--- src/rtl/fpu_alu_unit.sv ---
// Multi-cycle FPU helper: sign ops, compares, and float/int conversions with a
// programmable result latency and an IDLE/BUSY/DONE handshake.
module fpu_alu_unit #(
  parameter int LATENCY  = 2,
  parameter int SATURATE = 1
) (
  input  logic        clk,
  input  logic        reset,
  input  logic        start,
  input  logic [2:0]  op,
  input  logic [31:0] fs,
  input  logic [31:0] ft,
  input  logic [31:0] rs,
  output logic        ready,
  output logic        completed,
  output logic [31:0] out
);

  localparam logic [1:0] ST_IDLE = 2'd0;
  localparam logic [1:0] ST_BUSY = 2'd1;
  localparam logic [1:0] ST_DONE = 2'd2;

  localparam logic [2:0] CNT_INIT = 3'(LATENCY - 1);

  localparam logic [2:0] OP_FMOV = 3'd0;
  localparam logic [2:0] OP_FNEG = 3'd1;
  localparam logic [2:0] OP_FABS = 3'd2;
  localparam logic [2:0] OP_FEQ  = 3'd3;
  localparam logic [2:0] OP_FLT  = 3'd4;
  localparam logic [2:0] OP_FLE  = 3'd5;
  localparam logic [2:0] OP_FTOI = 3'd6;
  localparam logic [2:0] OP_ITOF = 3'd7;

  logic [1:0]  state_reg;
  logic [2:0]  cnt_reg;
  logic [2:0]  op_reg;
  logic [31:0] fs_reg;
  logic [31:0] ft_reg;
  logic [31:0] rs_reg;
  logic [31:0] out_reg;
  logic        completed_reg;
  logic [31:0] result_next;

  function automatic logic is_nan(input logic [31:0] x);
    return (x[30:23] == 8'hFF) && (x[22:0] != 23'd0);
  endfunction

  // Monotonic unsigned key: both zeros map to the same point, negatives fold below.
  function automatic logic [31:0] order_key(input logic [31:0] x);
    if (x[30:0] == 31'd0)
      return 32'h8000_0000;
    else if (x[31])
      return ~x;
    else
      return {1'b1, x[30:0]};
  endfunction

  function automatic logic [31:0] ftoi(input logic [31:0] x);
    logic [7:0]  e;
    logic [31:0] sig;
    logic [31:0] mag;
    logic [31:0] ovf;
    e   = x[30:23];
    sig = {8'h00, 1'b1, x[22:0]};
    if (SATURATE != 0)
      ovf = is_nan(x) ? 32'h0 : (x[31] ? 32'h8000_0000 : 32'h7FFF_FFFF);
    else
      ovf = 32'h8000_0000;
    if (e == 8'hFF || e >= 8'd158)
      return ovf;
    else if (e < 8'd127)
      return 32'h0;
    else begin
      if (e >= 8'd150)
        mag = sig << (e - 8'd150);
      else
        mag = sig >> (8'd150 - e);
      return x[31] ? (~mag + 32'd1) : mag;
    end
  endfunction

  function automatic logic [31:0] itof(input logic [31:0] v);
    logic [31:0] mag;
    logic [4:0]  p;
    logic [30:0] norm;
    logic [30:0] body;
    logic        rnd;
    mag = v[31] ? (~v + 32'd1) : v;
    p   = 5'd0;
    for (int i = 0; i < 32; i++)
      if (mag[i]) p = 5'(i);
    // Leading one lands at bit 31 and is dropped; norm[30:8] is the mantissa.
    norm = 31'(mag << (5'd31 - p));
    rnd  = norm[7] & ((|norm[6:0]) | norm[8]);
    body = {8'd127 + {3'b000, p}, norm[30:8]} + {30'd0, rnd};
    if (v == 32'd0)
      return 32'h0;
    else
      return {v[31], body};
  endfunction

  always_comb begin
    result_next = 32'h0;
    case (op_reg)
      OP_FMOV: result_next = fs_reg;
      OP_FNEG: result_next = {~fs_reg[31], fs_reg[30:0]};
      OP_FABS: result_next = {1'b0, fs_reg[30:0]};
      OP_FEQ:  result_next = {31'd0, !is_nan(fs_reg) && !is_nan(ft_reg) &&
                                     (order_key(fs_reg) == order_key(ft_reg))};
      OP_FLT:  result_next = {31'd0, !is_nan(fs_reg) && !is_nan(ft_reg) &&
                                     (order_key(fs_reg) < order_key(ft_reg))};
      OP_FLE:  result_next = {31'd0, !is_nan(fs_reg) && !is_nan(ft_reg) &&
                                     (order_key(fs_reg) <= order_key(ft_reg))};
      OP_FTOI: result_next = ftoi(fs_reg);
      OP_ITOF: result_next = itof(rs_reg);
      default: result_next = 32'h0;
    endcase
  end

  always_ff @(posedge clk or posedge reset) begin
    if (reset) begin
      state_reg     <= ST_IDLE;
      cnt_reg       <= 3'd0;
      op_reg        <= 3'd0;
      fs_reg        <= 32'h0;
      ft_reg        <= 32'h0;
      rs_reg        <= 32'h0;
      out_reg       <= 32'h0;
      completed_reg <= 1'b0;
    end else begin
      case (state_reg)
        ST_IDLE, ST_DONE: begin
          if (start) begin
            op_reg        <= op;
            fs_reg        <= fs;
            ft_reg        <= ft;
            rs_reg        <= rs;
            completed_reg <= 1'b0;
            cnt_reg       <= CNT_INIT;
            state_reg     <= ST_BUSY;
          end
        end
        ST_BUSY: begin
          if (cnt_reg == 3'd0) begin
            out_reg       <= result_next;
            completed_reg <= 1'b1;
            state_reg     <= ST_DONE;
          end else begin
            cnt_reg <= cnt_reg - 3'd1;
          end
        end
        default: state_reg <= ST_IDLE;
      endcase
    end
  end

  assign ready     = (state_reg != ST_BUSY);
  assign completed = completed_reg;
  assign out       = out_reg;

endmodule

--- config.mk ---
export PLATFORM = sky130hd
export DESIGN_NAME = fpu_alu_unit
export DESIGN_NICKNAME = d
export VERILOG_FILES = /design/src/rtl/fpu_alu_unit.sv
export SDC_FILE = /design/constraint.sdc
export NUM_CORES = 1
export LEC_CHECK = 0
export CAP_MARGIN = 20
export CORE_ASPECT_RATIO = 0.8
export CORE_MARGIN = 4
export CORE_UTILIZATION = 25
export DETAILED_ROUTE_END_ITERATION = 7
export PLACE_DENSITY = 0.49
export SYNTH_ARGS = -nofsm -noshare
export SYNTH_HDL_FRONTEND = slang
export SYNTH_SLANG_ARGS = --single-unit
--- constraint.sdc ---
create_clock -name clk -period 19 [get_ports clk]
set_clock_uncertainty 0.15 [all_clocks]
set_input_delay 4.75 -clock clk [delete_from_list [all_inputs] [get_ports clk]]
set_output_delay 4.75 -clock clk [all_outputs]
set_load 0.05 [all_outputs]
After elaboration in Yosys (flattened, before gate mapping):

Index checks and enable logic that the tools add are counted.

* flip-flop bits (word level): 137
* bits in latches: 0
* memory bits (writable): 0
* ROM bits: 0
* output and inout bits: 34
* logic and storage cells: 135
* memories: 0

* add/subtract/negate cells: 8
* multipliers: 0
* div/mod/pow operators: 0
* order comparisons: 5
* eq/ne operators: 16
* shifts and indexed selects: 3
* muxes and demuxes: 63
* bitwise logic cells: 7
* reduce and logical (&&, ||, !) cells: 25

Operators by type and width (number)
* $mux W32: 21
* $pmux W32 S8: 1
* $mux W5: 31
* $not A32 Y32: 4
* $add A32 B1 Y32 const B: 2
* $logic_not A31 Y1: 2
* $reduce_bool A23 Y1: 2
* $eq A32 B32 Y1: 1
* $le A32 B32 Y1: 1
* $logic_not A32 Y1: 1
* $lt A32 B32 Y1: 1
* $shl A24 B8 Y32: 1
* $shl A32 B5 Y31: 1
* $shr A24 B8 Y32: 1
* $add A31 B1 Y31: 1
* $eq A8 B8 Y1 const B: 2
* $ge A8 B8 Y1 const B: 2
* $eq A3 B3 Y1 const B: 4
* $add A7 B5 Y8 const A: 1
* $lt A8 B7 Y1 const B: 1
* $sub A8 B8 Y8 const A: 1
* $sub A8 B8 Y8 const B: 1
* $reduce_or A7 Y1: 1
* $eq A3 B2 Y1 const B: 2
* other kinds (25): 41

Longest topological paths before layout:

Gate-level depths: netlist of the first run.

* depth in word-level cells: 43
* mapped depth: 28

Worst setup path before layout of the first run:

Ideal clock, no wire load.

* path kind: input -> register
* start: input start
* end: register ft_reg[31]
* setup time: 0.066 ns
* data arrival time: 5.785 ns
* required time: 18.784 ns
* path slack: 12.999 ns
* cell stages on the path: 6
* cell sequence: nor2b_1 clkbuf_1 clkbuf_1 buf_1 nand2_1 nand2_1

* longest elaborated chain between the ends: 1

RTL lines
* start, declared: line 9 `input logic start,`
* $reduce_and A2 Y1 (no line)
* end signal, assigned: line 136 `ft_reg <= ft;`
* end, declared: line 38 `logic [31:0] ft_reg;`

No other way between the ends.
A chain may end at the register's enable or synchronous reset.

Worst setup path after layout of the first run:

* start: register rs_reg[0]
* end: register out_reg[23], in the netlist out[23]

* longest elaborated chain between the ends: 43
* elaborated cells on any way between the ends: 45
* classes of those cells: add/sub (4); shift (1); mux (35); bitwise (3); reduce/logical (2)

RTL lines
* start, declared: line 39 `logic [31:0] rs_reg;`
* start signal, assigned: line 137 `rs_reg <= rs;`
* $not A32 Y32: line 88 `mag = v[31] ? (~v + 32'd1) : v;`
* $add A32 B1 Y32: line 88
* $mux W32: line 88
* $mux W1: line 91 `if (mag[i]) p = 5'(i);`
* $mux W5 (30 in series): line 91
* $mux W5: line 104 `case (op_reg)`
* $sub A5 B5 Y5: line 93 `norm = 31'(mag << (5'd31 - p));`
* $shl A32 B5 Y31: line 93
* $reduce_or A7 Y1: line 94 `rnd = norm[7] & ((|norm[6:0]) | norm[8]);`
* $or A1 B1 Y1: line 94
* $and A1 B1 Y1: line 94
* $add A31 B1 Y31: line 95 `body = {8'd127 + {3'b000, p}, norm[30:8]} + {30'd0, rnd};`
* $mux W32 *: line 96 `if (v == 32'd0)`
* $pmux W32 S8 *: line 104
* end signal, assigned: line 145 `out_reg <= result_next;`
* end, declared: line 40 `logic [31:0] out_reg;`

Every way passes the cells marked *; elsewhere a longest branch is shown, timed or not. The select of a mux whose other input is x is not followed.

==> impl_results.md, run 1 <==
* Core area at roughly 66000 µm²
* Setup TNS at 0 ps
* Nets at roughly 2500
* DRT iter0 DRCs at 2165
* YS warnings at 0
* HP Start: state_reg[1]
* Setup Buffers After CTS at 0
* Post-synth net total at about 2500
* Post-layout min period at 7990 ps
* Cell Chain, Critical Path: inv_1 > ha_1 > nor3b_2 > nand3_1 > nor3_1 > nor3_1 > o21ai_2 > nand3_1 > o22ai_4 > buf_4 > o211ai_1 > a32oi_1 > a31oi_1 > a2111oi_2 > nand4_1 > nor4b_4 > a21oi_1 > o31ai_1 > o21a_1
* Routed wire length at 75900 µm
* Ys flop type: dfrtp_1
* Reg-to-Reg End: out[23]
* Clock tree buffer depth at 2
* Slowest cell delay on critical path at ~890 ps
* Delay-heaviest family, CP: simple AND/OR/NAND/NOR gates
* Max-cap viol count at 0
* Port Buffers at ~140
* DRT antenna net count at 0
* Mean Syn Cell Area at roughly 7 µm²
* Vias in the first global route at 17400
* Hold endpoint: state_reg[1]
* Top sig layer: met4
* Initial antenna violation count at 3
* Most common cell after layout, fill and taps aside: nand2_1
* Total track usage at roughly a fifth
* Final setup viols at 0
* Clock Pin Slew Worst Setup and Hold Paths at about 70 ps
* Most frequent cells in the layout: nand2_1 (497), nor2_1 (175), o21ai_0 (154)
* Routed wl met3 at 7450 µm
* Number of synthesized flops with an enable pin at 0
* Starting Density at around 25%
* Pre-Repair DR Iteration Count at 7
* CTS Hold Bufs at 0
* Sequential share of the synthesized area at around a fifth
* Die Span Y at 239 µm
* Row count at 84
* Nature of the critical path endpoint: flip-flop
* Share of cells above drive strength 1 at under 10%
* M1 WL at between 30000 and 40000 µm
* Fraction of registers with async set/reset at 100%
* R2r worst-path depth at 19
* Global-route wire length before repair at between 100000 and 150000 µm
* Max Clock Freq at ~0.13 GHz
* HP Class: reg -> reg
* Ports at ~140
* Worst EP required at a little under 20000 ps
* Met2 WL at around 30000 µm
* Worst-margin pin slew at 1160 ps
* Max Slew Vio Count at 0
* Slew margin rel. at 21.8%
* Htree depth at 4
* Drt drc at 0
* Worst reg2reg setup slack at 11010 ps
* Crit path kind: reg -> reg
* DIE WIDTH at approximately 300 µm
* RSZ-0062 raised after global routing: no
* Routed wire per std cell at approximately 24 µm
* Hold path cells at 2
* Netlist cell types at between 100 and 150
* Post-synthesis cell area at around 17000 µm²
* Clock Latency Late Sink at 490 ps
* Synth area leaders: dfrtp_1 (21%), nand2_1 (11%), xnor2_1 (4.7%)
* GRT overflow at 0
* Final worst path period share at between 40% and 50%
* Worst-path maximum fanout at 38
* CTS tree: yes
* Antenna diodes at 0
* Drt via density at approximately 5.9
* Post-synth top area cell: dfrtp_1
* Max stage delay cell, worst path: nor3_1
* Final hold vios at 0
* Largest net degree at the start of global routing at approximately 100
* Layout area overhead at 15.5%
* Post-synth top area share at approximately a fifth
* Via count at roughly 19000
* Flops & latches, synth at roughly 140
* Sink Count at around 140
* Root buffer cell: clkbuf_16
* Post-Syn Instances at about 2300
* Hpwl dp at 57000 µm
* CTS buffer count at 17
* Die area at 71000 µm²
* Crit path buffers/inverters at 2
* Cells resized by post-CTS repair at 0
* RD Place Congestion at slightly below 1
* Status: finished clean
* Startpoint Class: flip-flop
* Worst r2r src: rs_reg[0]
* CP Data Arrival Time at 8260 ps
synth_stat cells, drive strengths merged (14+ instances only):
cell and number:
o31ai 23, mux2i 58, nor2b 14, nand2b 18
xor2 73, o211ai 30, dfrtp 137, nand2 497
o21ai 161, xnor2 89, a21o 19, a221oi 15
buf 47, a211oi 38, mux2 15, nand3 68
inv 25, mux4 29, nand4 28, or3 22
nor3 74, clkbuf 149, o22ai 32, o221ai 15
nor4 36, ha 43, a21oi 124, a31oi 30
nor2 177
how the worst max path moves through the flow:
| stage | startpoint | end | depth (start not counted) |
|---|---|---|---|
| final | rs_reg[0] | out[23] | 19 |
| after global routing | rs_reg[0] | out[21] | 19 |
| after CTS | rs_reg[0] | out[17] | 19 |
| after detailed placement | rs_reg[0] | out[17] | 19 |
| after global placement | rs_reg[0] | out[17] | 19 |
| after floorplan | reset | cnt_reg[0] | 1 |
metrics by stage:
step / instance area [µm²] / utilization, % / setup WS (ps) / instances / hold WS (ps)
final: 19300 / 29.2 / 11010 / 3185 / 330
after global routing: 19300 / 29.2 / 10600 / 3185 / 360
after CTS: 19200 / 29.2 / 11300 / 3183 / 338
after detailed placement: 18600 / 28.3 / 11330 / 3151 / 321
after global placement: 18600 / 28.3 / 11400 / 3151 / 319
after floorplan: 16700 / - / 10430 / 2317 / 297
kinds of logic (layout without fill, tap and decap cells):
group	count (synthesis)	in the layout	share of synthesized area, %
muxes	102	102	8.41
AOI/OAI and AO/OA	649	649	26.7
buffers and inverters	223	231	5.47
xor gates and xnor gates	162	162	8.50
and+or+nand+nor	1001	1001	27.1
DFF	137	137	20.5
adders and majority gates	43	43	3.22
metal layers:
layer	vias to the layer above	GRT usage (%)
met5	-	0
met3	106	5.35
li1	8488	-
met2	998	28.5
met1	9111	31.7
met4	0	5.28
area by class of cell:
class	instances	area (µm²)
well taps	860	1080
repair buffers	172	1660
clock buffers	18	439
inverters	27	106
fillers	7040	46600
clock inverters	14	161
flip-flops and latches	137	3430
multi-input cells	1957	12400
worst reg2reg max path, delay by kind of cell (launching register included):
family,cells,cell delay [ps]
buf+inv,2,600
flops,1,540
fa+ha+maj,1,280
simple gates,7,3610
compound gates,9,2740
Power of run 1 is left out: the tool's default activity adds up to more than one toggle a clock period on the data nets, which glitch-free logic cannot reach.
==> run 2: changes to the inputs <==
clock period = 8 ns   (was 19 ns; I/O delays follow)
==> impl_results.md, run 2 (same netlist as run 1, synthesis figures left out) <==
* Clock Latency Late Sink at 480 ps (about the same)
* Setup TNS at 0 ps (unchanged)
* DRT iter0 DRCs at 2355 (+8.8%)
* Root buffer cell: clkbuf_16
* Crit path kind: reg -> reg
* HP Start: out[2]
* Worst EP required at 8250 ps (-11020 ps)
* Setup Buffers After CTS at 0 (unchanged)
* Hold endpoint: out[2]
* Antenna diodes at 0 (unchanged)
* Area of the multi-input gates at 12400 µm² (-0.10%)
* Max-cap viol count at 0 (unchanged)
* RSZ-0062 raised after global routing: no
* Cells resized by post-CTS repair at 0 (unchanged)
* Final hold vios at 0 (unchanged)
* Most common cell after layout, fill and taps aside: nand2_1
* Fin area at 19600 µm² (+1.6%)
* Starting Density at 25.3% (unchanged)
* Pre-Repair DR Iteration Count at 6 (-1)
* Die Span Y at 239 µm (unchanged)
* CTS buffer count at 17 (unchanged)
* Sequential cell area at 3430 µm² (unchanged)
* Startpoint Class: flip-flop
* Vias in the first global route at 17800 (+2.7%)
* Reg-to-Reg End: out[28]
* DRT antenna net count at 0 (unchanged)
* Most frequent cells in the layout: nand2_1 (497), nor2_1 (175), o21ai_0 (154)
* Drt via density at 5.83 (-0.77%)
* Met2 GRT Util at 29.3% (+0.80 points)
* Slew margin rel. at 23.2% (+1.4 points)
* Post-placement cell area at 18900 µm² (+1.5%)
* Global-route wire length before repair at 115000 µm (+0.57%)
* Htree depth at 4 (unchanged)
* CTS tree: yes
* Clock Pin Slew Worst Setup and Hold Paths at 60 ps (about the same)
* Core area at 65900 µm² (unchanged)
* Worst-margin pin slew at 1140 ps (-21.0 ps)
* Most used routing layer: met1
* GR Layer Usage met3 at 4.96% (-0.39 points)
* Routed wire length at 75900 µm (about the same)
* Via count at 18800 (+0.32%)
* Die area at 71000 µm² (unchanged)
* Worst r2r src: rs_reg[0]
* Row count at 84 (unchanged)
* Nature of the critical path endpoint: flip-flop
* Port Buffers at 135 (unchanged)
* Layout area overhead at 17.4%
* Largest net degree at the start of global routing at 95 (-4.0%)
* Post-layout min period at 7260 ps (-729 ps)
* Status: finished clean
* DIE WIDTH at 297 µm (unchanged)
* CP Data Arrival Time at 7510 ps (-750 ps)
* GRT overflow at 0 (unchanged)
* Grt met1 use at 31.7% (about the same)
* Fill cells at 7063 (+0.33%)
* Ports at 136 (unchanged)
* Max Slew Vio Count at 0 (unchanged)
* Total track usage at 20.9% (+0.16 points)
* Hold path cells at 2 (unchanged)
* Post-layout util at 29.7% (+0.47 points)
* Routed wire per std cell at 23.6 µm (-1.0%)
* CTS Hold Bufs at 0 (unchanged)
* Worst-path maximum fanout at 21 (-45%)
* Worst reg2reg setup slack at 740 ps (-10270 ps)
* HP Class: reg -> reg
* Hpwl dp at 58100 µm (+1.9%)
* Sink Count at 137 (unchanged)
* Clock tree buffer depth at 2 (unchanged)
* Final worst path period share at 90.7% (+49 points)
* Max Clock Freq at 0.138 GHz (+10%)
* Initial antenna violation count at 2 (-1)
* Drt drc at 0 (unchanged)
* Share of cells above drive strength 1 at 8.90% (+1.2 points)
* R2r worst-path depth at 20 (+1)
* Final setup viols at 0 (unchanged)
* RD Place Congestion at 1.00 (+0.91%)
* Nets at 2492 (+1.4%)
==> run 2: changes by cell type in the layout (fill, tap and decap cells not counted), moves of 2 or more <==
cell / change
clkbuf_1: +2
bufinv_16: +2
buf_4: +33
buf_12: +2
clkinvlp_4: -4
inv_8: -2
==> run 2: how the worst max path moves through the flow <==
stage / startpoint / end / slack (ps) / cells after the start
after global placement: rs_reg[0] / out[26] / 970 / 19
final: rs_reg[0] / out[28] / 740 / 20
after floorplan: fs_reg[23] / out[23] / 2060 / 21
after CTS: rs_reg[0] / out[24] / 850 / 19
after global routing: rs_reg[0] / out[28] / 330 / 19
after detailed placement: rs_reg[0] / out[24] / 870 / 19
==> run 2: per-stage QoR <==
stage                     setup WS (ps)  std cells  hold WS (ps)
after floorplan                    2060       2317           297
after global placement              972       3186           315
after detailed placement            866       3186           336
after CTS                           853       3218           351
after global routing                332       3220           380
final                               741       3220           342
==> run 2: layout make-up <==
type	count	share of cell area, %
clock inverter	11	0.926
inverter	27	0.543
multi-input combinational	1957	63.2
clock buffer	21	2.35
tap	860	5.49
timing repair buffer	207	9.91
sequential	137	17.5
==> run 2: routing by layer <==
metal	routed length, µm	vias to the layer above
li1	-	8556
met1	36800	9197
met2	30500	928
met3	7270	81
met4	1370	0
met5	0	-
==> run 2: worst max-delay path, cell delays in order (launching register included) <==
cell,delay (ps)
dfrtp_1,540
inv_1,140
ha_1,270
nor3b_2,450
nand4_1,180
o21ai_0,360
xor2_1,590
o2111a_1,510
nand3_1,280
o22ai_4,540
inv_2,200
buf_12,210
nor3_1,290
nor3_1,110
o21bai_1,210
a221oi_2,480
o21ai_2,190
or4_1,610
nor4_1,520
o21ai_1,160
a21oi_1,160
Power of run 2 is left out for the same reason.
